**src/rtl/soc_periph_req_sched_pkg.sv**
```systemverilog
// Shared types, SoC memory map and address decode for the peripheral request scheduler.
package soc_periph_req_sched_pkg;

  localparam int unsigned NrSlaves       = 2;
  localparam int unsigned NB_PERIPHERALS = 10;
  localparam int unsigned DecErrIdx      = NB_PERIPHERALS;

  typedef enum int unsigned {
    Dram, Gpio, Ethernet, Spi, Timer, Uart, Plic, Clint, Rom, Debug
  } axi_slaves_t;

  typedef enum logic [63:0] {
    DebugBase    = 64'h0000_0000,
    RomBase      = 64'h0001_0000,
    ClintBase    = 64'h0200_0000,
    PlicBase     = 64'h0C00_0000,
    UartBase     = 64'h1000_0000,
    TimerBase    = 64'h1800_0000,
    SpiBase      = 64'h2000_0000,
    EthernetBase = 64'h3000_0000,
    GpioBase     = 64'h4000_0000,
    DramBase     = 64'h8000_0000
  } soc_bus_start_t;

  localparam logic [63:0] DebugLength    = 64'h1000;
  localparam logic [63:0] RomLength      = 64'h1_0000;
  localparam logic [63:0] ClintLength    = 64'hC_0000;
  localparam logic [63:0] PlicLength     = 64'h3FF_FFFF;
  localparam logic [63:0] UartLength     = 64'h1000;
  localparam logic [63:0] TimerLength    = 64'h1000;
  localparam logic [63:0] SpiLength      = 64'h80_0000;
  localparam logic [63:0] EthernetLength = 64'h1_0000;
  localparam logic [63:0] GpioLength     = 64'h1000;
  localparam logic [63:0] DramLength     = 64'h4000_0000;

  typedef struct packed {
    logic [31:0] idx;
    logic [63:0] start_addr;
    logic [63:0] end_addr;
  } addr_rule_t;

  // end_addr is exclusive.
  localparam addr_rule_t AddrMap [NB_PERIPHERALS] = '{
    '{idx: Dram,     start_addr: DramBase,     end_addr: DramBase + DramLength},
    '{idx: Gpio,     start_addr: GpioBase,     end_addr: GpioBase + GpioLength},
    '{idx: Ethernet, start_addr: EthernetBase, end_addr: EthernetBase + EthernetLength},
    '{idx: Spi,      start_addr: SpiBase,      end_addr: SpiBase + SpiLength},
    '{idx: Timer,    start_addr: TimerBase,    end_addr: TimerBase + TimerLength},
    '{idx: Uart,     start_addr: UartBase,     end_addr: UartBase + UartLength},
    '{idx: Plic,     start_addr: PlicBase,     end_addr: PlicBase + PlicLength},
    '{idx: Clint,    start_addr: ClintBase,    end_addr: ClintBase + ClintLength},
    '{idx: Rom,      start_addr: RomBase,      end_addr: RomBase + RomLength},
    '{idx: Debug,    start_addr: DebugBase,    end_addr: DebugBase + DebugLength}
  };

  typedef enum logic [0:0] {StEmpty, StFull} gnt_state_e;

  function automatic int unsigned addr_decode(logic [63:0] addr);
    int unsigned idx;
    idx = DecErrIdx;
    for (int unsigned i = 0; i < NB_PERIPHERALS; i++) begin
      if (addr >= AddrMap[i].start_addr && addr < AddrMap[i].end_addr) idx = AddrMap[i].idx;
    end
    return idx;
  endfunction

endpackage

```
**src/rtl/soc_periph_req_sched_if.sv**
```systemverilog
// Request / scheduled-grant / completion bundle between bus masters and the scheduler.
interface soc_periph_req_sched_if
  import soc_periph_req_sched_pkg::*;
#(
  parameter int unsigned NrMasters = NrSlaves,
  parameter int unsigned NrTargets = NB_PERIPHERALS,
  parameter int unsigned AddrWidth = 64
);
  localparam int unsigned MstW = (NrMasters > 1) ? $clog2(NrMasters) : 1;
  localparam int unsigned TgtW = $clog2(NrTargets + 1);

  logic [NrMasters-1:0]                req_valid_i;
  logic [NrMasters-1:0][AddrWidth-1:0] req_addr_i;
  logic [NrMasters-1:0]                req_ready_o;
  logic                                gnt_valid_o;
  logic                                gnt_ready_i;
  logic [MstW-1:0]                     gnt_master_o;
  logic [TgtW-1:0]                     gnt_target_o;
  logic [AddrWidth-1:0]                gnt_addr_o;
  logic                                cpl_valid_i;
  logic [MstW-1:0]                     cpl_master_i;
  logic                                idle_o;

  modport master (
    output req_valid_i, req_addr_i, gnt_ready_i, cpl_valid_i, cpl_master_i,
    input  req_ready_o, gnt_valid_o, gnt_master_o, gnt_target_o, gnt_addr_o, idle_o
  );

  modport slave (
    input  req_valid_i, req_addr_i, gnt_ready_i, cpl_valid_i, cpl_master_i,
    output req_ready_o, gnt_valid_o, gnt_master_o, gnt_target_o, gnt_addr_o, idle_o
  );
endinterface

```
**src/rtl/soc_rr_arbiter.sv**
```systemverilog
// Round-robin arbiter: combinational grant from an eligible vector, pointer held here.
module soc_rr_arbiter #(
  parameter int unsigned NrIn = 2,
  parameter int unsigned IdxW = 1
) (
  input  logic            clk_i,
  input  logic            rst_ni,
  input  logic [NrIn-1:0] i_elig,
  input  logic            i_advance,
  output logic [NrIn-1:0] o_gnt_oh,
  output logic [IdxW-1:0] o_gnt_idx,
  output logic            o_any
);
  logic [IdxW-1:0] r_ptr;
  logic [IdxW-1:0] w_ptr_d;
  logic [NrIn-1:0] w_masked;
  logic [NrIn-1:0] w_pick;

  assign o_any = |i_elig;

  // Prefer eligible inputs at/after the pointer; fall back to the lowest eligible (wrap).
  always_comb begin
    w_masked = '0;
    for (int i = 0; i < NrIn; i++) w_masked[i] = i_elig[i] && (IdxW'(i) >= r_ptr);
    w_pick    = (|w_masked) ? w_masked : i_elig;
    o_gnt_oh  = '0;
    o_gnt_idx = '0;
    for (int i = NrIn - 1; i >= 0; i--) begin
      if (w_pick[i]) begin
        o_gnt_oh    = '0;
        o_gnt_oh[i] = 1'b1;
        o_gnt_idx   = IdxW'(i);
      end
    end
  end

  always_comb begin
    w_ptr_d = r_ptr;
    if (i_advance) w_ptr_d = (o_gnt_idx == IdxW'(NrIn - 1)) ? '0 : o_gnt_idx + IdxW'(1);
  end

  always_ff @(posedge clk_i or negedge rst_ni) begin
    if (!rst_ni) r_ptr <= '0;
    else         r_ptr <= w_ptr_d;
  end
endmodule

```
**src/rtl/soc_periph_req_sched.sv**
```systemverilog
// Schedules per-master address requests onto the peripheral interconnect with
// round-robin arbitration and a one-target-at-a-time ordering rule per master.
module soc_periph_req_sched
  import soc_periph_req_sched_pkg::*;
#(
  parameter int unsigned NrMasters = NrSlaves,
  parameter int unsigned NrTargets = NB_PERIPHERALS,
  parameter int unsigned AddrWidth = 64,
  parameter int unsigned MaxTrans  = 8
) (
  input logic                   clk_i,
  input logic                   rst_ni,
  soc_periph_req_sched_if.slave bus
);
  localparam int unsigned MstW = (NrMasters > 1) ? $clog2(NrMasters) : 1;
  localparam int unsigned TgtW = $clog2(NrTargets + 1);
  localparam int unsigned CntW = $clog2(MaxTrans + 1);
  localparam logic [CntW-1:0] CntMax = CntW'(MaxTrans);

  logic [NrMasters-1:0][TgtW-1:0] w_dec;
  logic [NrMasters-1:0][CntW-1:0] r_cnt, w_cnt_d;
  logic [NrMasters-1:0][TgtW-1:0] r_tgt, w_tgt_d;
  logic [NrMasters-1:0]           w_elig, w_win_oh, w_inc, w_dcr;
  logic [MstW-1:0]                w_win_idx;
  logic                           w_any, w_load, w_busy;
  gnt_state_e                     r_state, w_state_d;
  logic [MstW-1:0]                r_gnt_master;
  logic [TgtW-1:0]                r_gnt_target;
  logic [AddrWidth-1:0]           r_gnt_addr;

  // A master with outstanding work may only add more to the same target.
  for (genvar m = 0; m < NrMasters; m++) begin : g_mst
    assign w_dec[m]  = TgtW'(addr_decode(64'(bus.req_addr_i[m])));
    assign w_elig[m] = bus.req_valid_i[m] &&
                       (r_cnt[m] == '0 || (r_tgt[m] == w_dec[m] && r_cnt[m] != CntMax));
    assign w_inc[m]  = w_load && w_win_oh[m];
    assign w_dcr[m]  = bus.cpl_valid_i && (bus.cpl_master_i == MstW'(m)) && (r_cnt[m] != '0);
  end

  soc_rr_arbiter #(
    .NrIn (NrMasters),
    .IdxW (MstW)
  ) u_arb (
    .clk_i     (clk_i),
    .rst_ni    (rst_ni),
    .i_elig    (w_elig),
    .i_advance (w_load),
    .o_gnt_oh  (w_win_oh),
    .o_gnt_idx (w_win_idx),
    .o_any     (w_any)
  );

  always_comb begin
    w_load    = 1'b0;
    w_state_d = r_state;
    if ((r_state == StEmpty || bus.gnt_ready_i) && w_any) begin
      w_load    = 1'b1;
      w_state_d = StFull;
    end else if (r_state == StFull && bus.gnt_ready_i) begin
      w_state_d = StEmpty;
    end
  end

  always_comb begin
    w_cnt_d = r_cnt;
    w_tgt_d = r_tgt;
    for (int m = 0; m < NrMasters; m++) begin
      if (w_inc[m] && !w_dcr[m])      w_cnt_d[m] = r_cnt[m] + CntW'(1);
      else if (!w_inc[m] && w_dcr[m]) w_cnt_d[m] = r_cnt[m] - CntW'(1);
      if (w_inc[m]) w_tgt_d[m] = w_dec[m];
    end
  end

  always_comb begin
    w_busy = 1'b0;
    for (int m = 0; m < NrMasters; m++) if (r_cnt[m] != '0) w_busy = 1'b1;
  end

  always_ff @(posedge clk_i or negedge rst_ni) begin
    if (!rst_ni) begin
      r_state      <= StEmpty;
      r_cnt        <= '0;
      r_tgt        <= '0;
      r_gnt_master <= '0;
      r_gnt_target <= '0;
      r_gnt_addr   <= '0;
    end else begin
      r_state <= w_state_d;
      r_cnt   <= w_cnt_d;
      r_tgt   <= w_tgt_d;
      if (w_load) begin
        r_gnt_master <= w_win_idx;
        r_gnt_target <= w_dec[w_win_idx];
        r_gnt_addr   <= bus.req_addr_i[w_win_idx];
      end
    end
  end

  // Ready is combinational, so gate it with reset to clear it mid-handshake.
  assign bus.req_ready_o  = (rst_ni && w_load) ? w_win_oh : '0;
  assign bus.gnt_valid_o  = (r_state == StFull);
  assign bus.gnt_master_o = r_gnt_master;
  assign bus.gnt_target_o = r_gnt_target;
  assign bus.gnt_addr_o   = r_gnt_addr;
  assign bus.idle_o       = !w_busy && (r_state == StEmpty);

  cpl_no_underflow: assert property (@(posedge clk_i) disable iff (!rst_ni)
    bus.cpl_valid_i |-> r_cnt[bus.cpl_master_i] != '0);

endmodule

```
**src/flat_wrapper.sv**
```systemverilog
// flat-port wrapper written by rule: the top's interface ports become plain ports
module soc_periph_req_sched_flat import soc_periph_req_sched_pkg::*;
#(
  parameter int unsigned NrMasters = NrSlaves,
  parameter int unsigned NrTargets = NB_PERIPHERALS,
  parameter int unsigned AddrWidth = 64,
  parameter int unsigned MaxTrans  = 8
)
  (clk_i, rst_ni, bus_req_valid_i, bus_req_addr_i, bus_gnt_ready_i, bus_cpl_valid_i, bus_cpl_master_i, bus_req_ready_o, bus_gnt_valid_o, bus_gnt_master_o, bus_gnt_target_o, bus_gnt_addr_o, bus_idle_o);
  soc_periph_req_sched_if #(.NrMasters(NrMasters), .NrTargets(NrTargets), .AddrWidth(AddrWidth)) bus_i ();
  input logic clk_i;
  input logic rst_ni;
  input wire logic [$bits(bus_i.req_valid_i)-1:0] bus_req_valid_i;
  input wire logic [$bits(bus_i.req_addr_i)-1:0] bus_req_addr_i;
  input wire logic [$bits(bus_i.gnt_ready_i)-1:0] bus_gnt_ready_i;
  input wire logic [$bits(bus_i.cpl_valid_i)-1:0] bus_cpl_valid_i;
  input wire logic [$bits(bus_i.cpl_master_i)-1:0] bus_cpl_master_i;
  output wire logic [$bits(bus_i.req_ready_o)-1:0] bus_req_ready_o;
  output wire logic [$bits(bus_i.gnt_valid_o)-1:0] bus_gnt_valid_o;
  output wire logic [$bits(bus_i.gnt_master_o)-1:0] bus_gnt_master_o;
  output wire logic [$bits(bus_i.gnt_target_o)-1:0] bus_gnt_target_o;
  output wire logic [$bits(bus_i.gnt_addr_o)-1:0] bus_gnt_addr_o;
  output wire logic [$bits(bus_i.idle_o)-1:0] bus_idle_o;
  assign bus_i.req_valid_i = bus_req_valid_i;
  assign bus_i.req_addr_i = bus_req_addr_i;
  assign bus_i.gnt_ready_i = bus_gnt_ready_i;
  assign bus_i.cpl_valid_i = bus_cpl_valid_i;
  assign bus_i.cpl_master_i = bus_cpl_master_i;
  assign bus_req_ready_o = bus_i.req_ready_o;
  assign bus_gnt_valid_o = bus_i.gnt_valid_o;
  assign bus_gnt_master_o = bus_i.gnt_master_o;
  assign bus_gnt_target_o = bus_i.gnt_target_o;
  assign bus_gnt_addr_o = bus_i.gnt_addr_o;
  assign bus_idle_o = bus_i.idle_o;
  soc_periph_req_sched #(.NrMasters(NrMasters), .NrTargets(NrTargets), .AddrWidth(AddrWidth), .MaxTrans(MaxTrans)) u_core (.clk_i(clk_i), .rst_ni(rst_ni), .bus(bus_i));
endmodule
```
**config.mk**
```make
export PLATFORM = sky130hd
export DESIGN_NAME = soc_periph_req_sched_flat
export DESIGN_NICKNAME = d
export VERILOG_FILES = /design/src/rtl/soc_periph_req_sched_pkg.sv /design/src/rtl/soc_periph_req_sched_if.sv /design/src/rtl/soc_rr_arbiter.sv /design/src/rtl/soc_periph_req_sched.sv /design/src/flat_wrapper.sv
export SDC_FILE = /design/constraint.sdc
export NUM_CORES = 1
export LEC_CHECK = 0
export ABC_CLOCK_PERIOD_IN_PS = 4240
export BUFFER_PORTS_ARGS = -buffer_cell sky130_fd_sc_hd__buf_4
export CORE_MARGIN = 2
export CORE_UTILIZATION = 31
export DETAILED_ROUTE_END_ITERATION = 16
export PLACE_DENSITY_LB_ADDON = 0.12
export SLEW_MARGIN = 30
export SYNTH_ARGS = -nofsm -noshare
export SYNTH_HDL_FRONTEND = slang
export SYNTH_SLANG_ARGS = --single-unit
```
**constraint.sdc**
```tcl
create_clock -name clk_i -period 4.24 [get_ports clk_i]
set_input_delay 0.636 -clock clk_i [delete_from_list [all_inputs] [get_ports clk_i]]
set_output_delay 0.636 -clock clk_i [all_outputs]
set_load 0.01 [all_outputs]
```
==> impl_metrics.env <==
export IMPL_status="finished, final reports clean"
export IMPL_grt_met3_usage_pct=5.57
export IMPL_antenna_found_initial=0
export IMPL_synthCells=475
export IMPL_crit_type="in -> out"
export IMPL_layout_drive_gt1_share_pct=42.9
export IMPL_fin_util_pct=47.4
export IMPL_drt_initial_drc_count=443
export IMPL_num_vias=5265
export IMPL_syn_to_final_growth_pct=49.3
export IMPL_crit_arrival_ps=3510
export IMPL_ys_flop_type="dfrtp_1"
export IMPL_p_int_mw=2.91
export IMPL_r2r_end="u_core.r_cnt[7]"
export IMPL_grt_start_max_net_pins=71
export IMPL_hold_viol=0
export IMPL_report_final_slew_viol_count=0
export IMPL_n_fill_cell=1506
export IMPL_cts_root_buffer="clkbuf_16"
export IMPL_hold_slack_ps=436
export IMPL_nets=854
export IMPL_slew_headroom_pct=50.3
export IMPL_die_h_um=132
export IMPL_clkPwrFrac_pct=18.4
export IMPL_required_ps=3600
export IMPL_coreArea_mm2=0.0159
export IMPL_ys_ff_latch=87
export IMPL_grt_ovfl_total=0
export IMPL_clkLatencyLatePin_ps=350
export IMPL_routabilityCongestion=0.915
export IMPL_cp_max_fo=4
export IMPL_wl_per_cell_um=21.2
export IMPL_period_needed_ps=4140
export IMPL_grt_busiest_layer="met2"
export IMPL_ios=208
export IMPL_synth_warnings=0
export IMPL_fin_crit_sh_pct=97.8
export IMPL_synth_most_common_cell="dfrtp_1"
export IMPL_cts_sinks=87
export IMPL_rr_startpoint="u_core.r_cnt[0]"
export IMPL_cts_buffer_depth=2
export IMPL_multiInputGateArea_mm2=0.00279
export IMPL_syn_area_per_cell_um2=10.7
export IMPL_drtPass1Iterations=5
export IMPL_sw_frac_of_total_pct=37.1
export IMPL_die_area_mm2=0.0174
export IMPL_peakVddDrop_mv=0.260
export IMPL_grt_pass1_wl_mm=30.8
export IMPL_routed_wl_mm=19.7
export IMPL_postRouteAntennaNets=0
export IMPL_register_area_mm2=0.00218
export IMPL_synth_edf_count=0
export IMPL_yosys_area_top_type="dfrtp_1"
export IMPL_place_area_mm2=0.00716
export IMPL_power_density_mw_per_mm2=611
export IMPL_tightestPinTransition_ps=746
export IMPL_stdcell_count=931
export IMPL_postSynth_asyncResetShare_pct=100
export IMPL_synth_common_cells="dfrtp_1 (87), a221o_1 (67), nor3b_1 (63)"
export IMPL_dp_hpwl_mm=15.0
export IMPL_use_met1_pct=30.2
export IMPL_seq_area_frac_synth_pct=43.0
export IMPL_die_x_um=132
export IMPL_num_rows=46
export IMPL_synth_top_area_share_pct=43.0
export IMPL_drv_cap=0
export IMPL_ys_types=59
export IMPL_hp_class="in -> async"
export IMPL_antennaDiodeCount=0
export IMPL_dpl_cell_count=913
export IMPL_end_kind="output port"
export IMPL_vias_per_cell=5.66
export IMPL_cts_made_buffers=9
export IMPL_reg2reg_slack_ps=1060
export IMPL_pwr_share_seq_pct=32.2
export IMPL_cts_tree="built"
export IMPL_synth_nets=618
export IMPL_grt_pass1_vias=5443
export IMPL_h_tree_depth=3
export IMPL_max_freq_mhz=241
export IMPL_p_leak_nw=3.30
export IMPL_path_clk_slew_ps=70
export IMPL_pwr_share_comb_pct=49.4
export IMPL_initial_core_util_pct=31.7
export IMPL_grt_total_usage_pct=22.7
export IMPL_setup_viol=0
export IMPL_switchingPower_mw=1.71
export IMPL_portBuffers=207
export IMPL_synthesis_area_mm2=0.00506
export IMPL_worst_r2r_cell_count=16
export IMPL_finClkSkew_ps=11.3
export IMPL_drc=0
export IMPL_critPathLaunchType="input pin"
export IMPL_fin_area_mm2=0.00756
export IMPL_yosys_top_cells_area="dfrtp_1 (43%), a221o_1 (13%), nor3b_1 (9.3%)"
export IMPL_use_met2_pct=36.5
==> kinds of logic after synthesis <==
family	share of synthesized area, %
buf+inv	4.52
fa+ha+maj	2.27
compound gates	20.9
xor+xnor	1.56
mux	1.51
simple gates	26.2
flops	43.0
==> power groups by stage <==
| stage | clock [mW] | combinational (mW) | sequential (mW) |
|---|---|---|---|
| 2_1_floorplan | 0 | 1.13 | 1.59 |
| 5_1_grt | 0.901 | 2.48 | 1.54 |
| 6_report | 0.851 | 2.28 | 1.49 |
| 4_1_cts | 0.868 | 2.30 | 1.49 |
| 3_5_place_dp | 0 | 2.28 | 1.49 |
| 3_3_place_gp | 0 | 2.24 | 1.49 |
==> repair_timing <==
| action | 4_1_cts | 5_1_grt |
|---|---|---|
| gates resized for setup | 3 | 10 |
| buffers inserted | 2 | 1 |
| endpoints found under the setup margin | 1 | 6 |
| hold buffers | 0 | 0 |
| pin swaps | 3 | 8 |
==> metal layers <==
metal	part of all wire (%)	routed length, um	up-vias
li1	-	-	2397
met1	43	8510	2616
met2	48	9430	231
met3	7.3	1450	21
met4	1.7	330	0
met5	0	0	-
==> worst max-delay path, cell delays in order <==
cell and delay, ps:
buf_4 130, nor4_4 360, nand2_1 150, o41a_1 430
or4_4 540, a2111oi_4 310, a211o_1 210, and3b_2 250
nor3_4 50, buf_6 140, and2_4 160, buf_4 140
==> flip-flops by register name, summed over array words and instances, names as in the netlist <==
name / count
u_core.bus.gnt_master_o: 1
u_core.r_tgt: 8
u_core.u_arb.r_ptr: 1
u_core.bus.gnt_addr_o: 64
u_core.r_cnt: 8
u_core.bus.gnt_valid_o: 1
u_core.bus.gnt_target_o: 4
==> cell type report <==
type | count | area share (%)
clock buffers | 9 | 2.98
clock inverters | 6 | 1.11
inverters | 10 | 0.530
multi-input cells | 347 | 37.0
flip-flops and latches | 87 | 28.8
well taps | 216 | 3.58
repair buffers | 256 | 26.0
==> metrics by stage <==
stage	setup TNS (ps)	worst slack (ps)	power, mW
final	0	95.1	4.62
after CTS	0	9.35	4.65
after global placement	-650	-222	3.73
after detailed placement	-884	-262	3.76
after global routing	-32.7	-32.7	4.92
after floorplan	-658	-315	2.72
==> cell usage in the layout (no fill, tap or decap), types with 4 or more instances in the layout <==
master	count
xnor2_1	7
o21bai_1	6
inv_1	9
a21o_1	7
nand3_1	7
clkbuf_16	9
mux2_2	4
dfrtp_1	87
a221o_1	67
nand2_1	18
o21ai_0	5
or3_1	5
nor2_1	14
nor3_1	14
nor3b_1	63
nor4_2	4
nor2b_1	5
nand4_1	22
nor4_1	24
nand2b_1	4
buf_4	251
==> worst max-delay path by stage <==
stage | slack, ps | to | depth (start not counted) | start
2_1_floorplan | -320 | u_core.r_cnt[7] | 17 | bus_req_addr_i[78]
3_5_place_dp | -260 | u_core.r_cnt[7] | 17 | bus_req_addr_i[78]
5_1_grt | -30 | bus_req_ready_o[1] | 12 | bus_req_addr_i[22]
3_3_place_gp | -220 | u_core.r_cnt[7] | 17 | bus_req_addr_i[78]
4_1_cts | 9 | bus_req_ready_o[1] | 12 | bus_req_addr_i[78]
6_report | 100 | bus_req_ready_o[1] | 12 | bus_req_addr_i[22]
(Power assumes the default switching activity.)
